[config.mk]
export PLATFORM = sky130hd
export DESIGN_NAME = mem_wb_pipe_stage
export DESIGN_NICKNAME = d
export VERILOG_FILES = /design/src/rtl/mem_wb_pipe_stage.sv
export SDC_FILE = /design/constraint.sdc
export NUM_CORES = 1
export LEC_CHECK = 0
export ABC_CLOCK_PERIOD_IN_PS = 2900
export BUFFER_PORTS_ARGS = -buffer_cell sky130_fd_sc_hd__buf_2
export CORE_UTILIZATION = 30
export CTS_CLUSTER_SIZE = 14
export DETAILED_ROUTE_END_ITERATION = 8
export PLACE_DENSITY = 0.53
export SETUP_SLACK_MARGIN = 0.5
export SLEW_MARGIN = 0
export SYNTH_ARGS = -nofsm -noshare
export SYNTH_HDL_FRONTEND = slang
export SYNTH_SLANG_ARGS = --single-unit
[constraint.sdc]
create_clock -name clk -period 2.9 [get_ports clk]
set_input_delay 0.29 -clock clk [delete_from_list [all_inputs] [get_ports clk]]
set_output_delay 0.29 -clock clk [all_outputs]
set_load 0.005 [all_outputs]
[src/rtl/mem_wb_pipe_stage.sv]
// mem_wb_pipe_stage
// MEM->WB pipeline register with a valid/ready handshake, an optional
// second (skid) entry, synchronous flush and a forwarding tap that
// remembers the most recently retired register-file write.
module mem_wb_pipe_stage #(
  parameter int DATA_W     = 32,
  parameter int REG_ADDR_W = 5,
  parameter int SKID_EN    = 1
) (
  input  logic                  clk,
  input  logic                  reset_n,
  input  logic                  flush,
  input  logic                  in_valid,
  output logic                  in_ready,
  input  logic [DATA_W-1:0]     in_data,
  input  logic [REG_ADDR_W-1:0] in_rd,
  input  logic                  in_reg_write,
  output logic                  out_valid,
  input  logic                  out_ready,
  output logic [DATA_W-1:0]     out_data,
  output logic [REG_ADDR_W-1:0] out_rd,
  output logic                  out_reg_write,
  output logic                  fwd_valid,
  output logic [REG_ADDR_W-1:0] fwd_rd,
  output logic [DATA_W-1:0]     fwd_data,
  output logic [1:0]            occupancy
);

  localparam bit SKID_ON = (SKID_EN != 0);

  typedef enum logic [1:0] {
    OCC_EMPTY = 2'd0,
    OCC_ONE   = 2'd1,
    OCC_TWO   = 2'd2
  } occ_state_e;

  occ_state_e state_q, state_d;

  logic accept;
  logic retire;
  logic cap_reg_write;
  logic load_main_from_in;
  logic load_main_from_skid;
  logic load_skid;

  logic [DATA_W-1:0]     main_data_q, skid_data_q;
  logic [REG_ADDR_W-1:0] main_rd_q,   skid_rd_q;
  logic                  main_rw_q,   skid_rw_q;

  // Writes to x0 are architecturally meaningless, so they are squashed on capture
  assign accept        = in_valid & in_ready;
  assign retire        = out_valid & out_ready;
  assign cap_reg_write = in_reg_write & (in_rd != '0);

  // Occupancy state register; reset empties the stage immediately
  always_ff @(posedge clk or negedge reset_n) begin
    if (!reset_n) begin
      state_q <= OCC_EMPTY;
    end else begin
      state_q <= state_d;
    end
  end

  // Next occupancy: flush wins, otherwise count accepts in and retires out
  always_comb begin
    state_d = state_q;
    if (flush) begin
      state_d = OCC_EMPTY;
    end else begin
      case (state_q)
        OCC_EMPTY: if (accept) state_d = OCC_ONE;
        OCC_ONE: begin
          if (accept && !retire) begin
            if (SKID_ON) state_d = OCC_TWO;
          end else if (retire && !accept) begin
            state_d = OCC_EMPTY;
          end
        end
        OCC_TWO:   if (retire) state_d = OCC_ONE;
        default:   state_d = OCC_EMPTY;
      endcase
    end
  end

  // Handshake outputs; with the skid entry in_ready depends on registered state only
  always_comb begin
    out_valid = (state_q != OCC_EMPTY);
    occupancy = state_q;
    if (SKID_ON) begin
      in_ready = (state_q != OCC_TWO);
    end else begin
      in_ready = (state_q == OCC_EMPTY) | out_ready;
    end
  end

  // Decide which entry is written this cycle; a flush suppresses every load
  always_comb begin
    load_main_from_in   = 1'b0;
    load_main_from_skid = 1'b0;
    load_skid           = 1'b0;
    if (!flush) begin
      load_main_from_in   = accept & ((state_q == OCC_EMPTY) | retire);
      load_skid           = SKID_ON & accept & (state_q == OCC_ONE) & ~retire;
      load_main_from_skid = retire & (state_q == OCC_TWO);
    end
  end

  // MAIN entry drives out_* and simply holds its value when it goes invalid
  always_ff @(posedge clk or negedge reset_n) begin
    if (!reset_n) begin
      main_data_q <= '0;
      main_rd_q   <= '0;
      main_rw_q   <= 1'b0;
    end else if (load_main_from_in) begin
      main_data_q <= in_data;
      main_rd_q   <= in_rd;
      main_rw_q   <= cap_reg_write;
    end else if (load_main_from_skid) begin
      main_data_q <= skid_data_q;
      main_rd_q   <= skid_rd_q;
      main_rw_q   <= skid_rw_q;
    end
  end

  // SKID entry catches the word that arrives while MAIN is stalled
  always_ff @(posedge clk or negedge reset_n) begin
    if (!reset_n) begin
      skid_data_q <= '0;
      skid_rd_q   <= '0;
      skid_rw_q   <= 1'b0;
    end else if (load_skid) begin
      skid_data_q <= in_data;
      skid_rd_q   <= in_rd;
      skid_rw_q   <= cap_reg_write;
    end
  end

  // Forwarding tap records every retired register write, even during a flush
  always_ff @(posedge clk or negedge reset_n) begin
    if (!reset_n) begin
      fwd_valid <= 1'b0;
      fwd_rd    <= '0;
      fwd_data  <= '0;
    end else if (retire && main_rw_q) begin
      fwd_valid <= 1'b1;
      fwd_rd    <= main_rd_q;
      fwd_data  <= main_data_q;
    end
  end

  assign out_data      = main_data_q;
  assign out_rd        = main_rd_q;
  assign out_reg_write = main_rw_q;

endmodule

==> flow_summary.toml <==
[clocking]
cts_buffer_depth = 2
cts_tree = "built"
cts_sinks = 116
cts_root_buf = "clkbuf_16"
cts.reportedPaths.clkPinSlew_ps = 60
h-tree-depth = 4
clock_latency_ps = 410
numCtsBuffers = 17

[placement]
gp_congestion = 0.651
dp_hpwl_microns = 6780
io_buffers = 122

[sta]
fmax_ghz = 0.523
worst-slew-pin-transition_ps = 809
slew_viol_final = 0
hold_ws_ps = 115
tns_ps = 0
slew_headroom_pct = 46.1
skew_ps = 8.00
rsz0062_at_grt = "false"
timing.final.hold_violations = 0
timing.final.crit_share_pct = 66.0
setup_violations = 0
period_minus_slack_ps = 1910

[worst_hold_path]
min_path_cells = 2
hold_class = "in2reg"

[worst_setup_path]
critPathRequiredTime_ps = 3190
ff2ff_path_depth = 4
endpoint_kind = "flip-flop"
worstPathMaxFanout = 13
crit_path_cell_trace = "or2_2, nand3_2, buf_4, mux2_2"
critPathTopFamily = "simple AND/OR/NAND/NOR gates"
cp-start-kind = "flip-flop"
slowest_delay_ps = 430
path_depth = 4
crit_type = "reg2reg"
cp.buffers_inverters = 1
arrival_ps = 2210
cp_slowest_cell = "dfrtp_1"

[synthesis]
synth_area_per_cell_sq_um = 15.2
ys_seq_area_share_pct = 62.4
ys_warn_count = 0
syn_nets = 350
ys_types = 27
synth_seq_cells = 116
synthCells = 307
netlist_area_sq_mm = 0.00465

[route]
met1_length_microns = 4950
wl_per_cell_microns = 16.5
vias = 3093
wl_met2_microns = 4770
met3WireLength_microns = 640
first_pass_iters = 4
topRoutingLayerUsed = "met4"
wl_microns = 10500
ant_nets = 0
routed_via_density = 4.86
drc = 0
drtIter0Drc = 116

[grt]
grt_max_degree = 62
grt_pass1_vias = 3157
grt_usage_pct = 14.2
overflow = 0
grt_pass1_wl_microns = 17100
antenna_found_initial = 0

[outcome]
status = "finished clean"

[floorplan]
initial_utilization_pct = 30.7
core_area_sq_mm = 0.0151
rows = 45
dieArea_sq_mm = 0.0160
io_pins = 123
die_w_microns = 127
die_h_microns = 127

[cells_and_area]
area_growth_pct = 31.9
fin_nets = 479
diodes = 0
fin_util_pct = 40.5
nFillCells = 1425
drive_above_1_share_pct = 53.5

[power_and_ir_drop]
p_leak_nw = 3.22
ir_drop_v = 0.000453
powerDensity_mw_per_mm2 = 946

[job]
maxCapViolCount = 0
[metrics by stage]
| stage | power (W) | setup slack [ps] | instances | instance area (sq um) |
|---|---|---|---|---|
| floorplan | 0.00296 | 1260 | 307 | 4650 |
| global placement | 0.00348 | 1020 | 604 | 5470 |
| detailed placement | 0.00353 | 951 | 604 | 5470 |
| CTS | 0.00590 | 946 | 637 | 6140 |
| global route | 0.00614 | 877 | 637 | 6140 |
| finish | 0.00581 | 986 | 637 | 6140 |
[kinds of logic (layout without fill, tap and decap cells)]
family / count (synthesis) / count (layout) / synth area share [%]
multiplexers: 75 / 75 / 18.8
AND/OR/NAND/NOR: 14 / 14 / 1.96
buffers and inverters: 20 / 162 / 2.69
AO/OA/AOI/OAI: 82 / 82 / 14.2
flip-flops: 116 / 116 / 62.4
[synthesized netlist by cell type, drive strengths merged]
library cell,instances,area (sq um)
a211oi,1,7.51
a21o,37,278
a21oi,2,13.8
a221o,1,10.0
a22o,37,324
buf,18,118
clkbuf,2,7.51
dfrtp,116,2900
mux2,74,863
mux2i,1,10.0
nand2,2,7.51
nand2b,3,18.8
nand3,1,5.00
nand3b,1,7.51
nor2,2,7.51
nor3b,2,20.0
o211a,1,10.0
o21ai,2,10.0
o22a,1,8.76
or2,1,6.26
or3,1,11.3
or4,1,7.51
[final cells by class]
| type | count | area [sq um] | share of cell area (%) |
|---|---|---|---|
| multi-input cells | 171 | 1650 | 26.9 |
| flip-flops and latches | 116 | 2900 | 47.3 |
| clock buffers | 22 | 484 | 7.89 |
| repair buffers | 130 | 688 | 11.2 |
| clock inverters | 10 | 175 | 2.85 |
| well taps | 188 | 235 | 3.83 |
[cell usage in the layout (no fill, tap or decap)]
master,n
a221o_1,1
or4_1,1
buf_12,1
o211a_1,1
dlygate4sd3_1,1
a21oi_4,1
dfrtp_1,116
mux2_4,8
buf_2,121
mux2_2,66
nor2_1,1
o21ai_0,2
or2_2,1
mux2i_1,1
clkbuf_1,1
a22o_1,37
clkinv_2,5
or3_4,1
clkbuf_8,4
nor3b_1,1
a21o_1,37
nand2b_1,3
nand3_2,1
nand2_1,2
buf_4,7
bufinv_16,5
a211oi_1,1
nor3b_4,1
a21oi_1,1
nor2_4,1
o22a_1,1
nand3b_1,1
clkbuf_16,17
[path summary, 6_finish.rpt]
path,slack [ps],startpoint,endpoint
hold / removal,110,flush,occupancy[0]
setup / recovery,990,occupancy[0],fwd_data[8]
max in group asynchronous,1610,reset_n,out_data[26]
setup reg to reg,990,occupancy[0],fwd_data[8]
min in group asynchronous,510,reset_n,skid_data_q[27]
hold reg to reg,460,fwd_valid,fwd_valid
[power breakdown]
group | internal [W] | total [W] | switching, W
Clock | 0.00161 | 0.00232 | 0.000716
Sequential | 0.00214 | 0.00242 | 0.000279
Combinational | 0.000668 | 0.00107 | 0.000399
[sequential cells by signal, indices dropped and copies added, names as in the netlist]
name / cells
skid_data_q: 32
fwd_valid: 1
fwd_data: 32
skid_rw_q: 1
skid_rd_q: 5
out_data: 32
occupancy: 2
out_rd: 5
out_reg_write: 1
fwd_rd: 5
[repair_timing]
| action | CTS | global route |
|---|---|---|
| setup buffers | 0 | 0 |
| hold buffers | 1 | 0 |
| endpoints found under the hold margin | 20 | 0 |
| resized for setup | 0 | 0 |
[layer usage]
layer | GRT usage (%) | vias to the layer above
met4 | 5.95 | 0
met3 | 4.85 | 12
li1 | - | 1398
met1 | 19.1 | 1588
met2 | 20.9 | 95
met5 | 0 | -
Note: power is estimated with default switching activity, not from simulation.
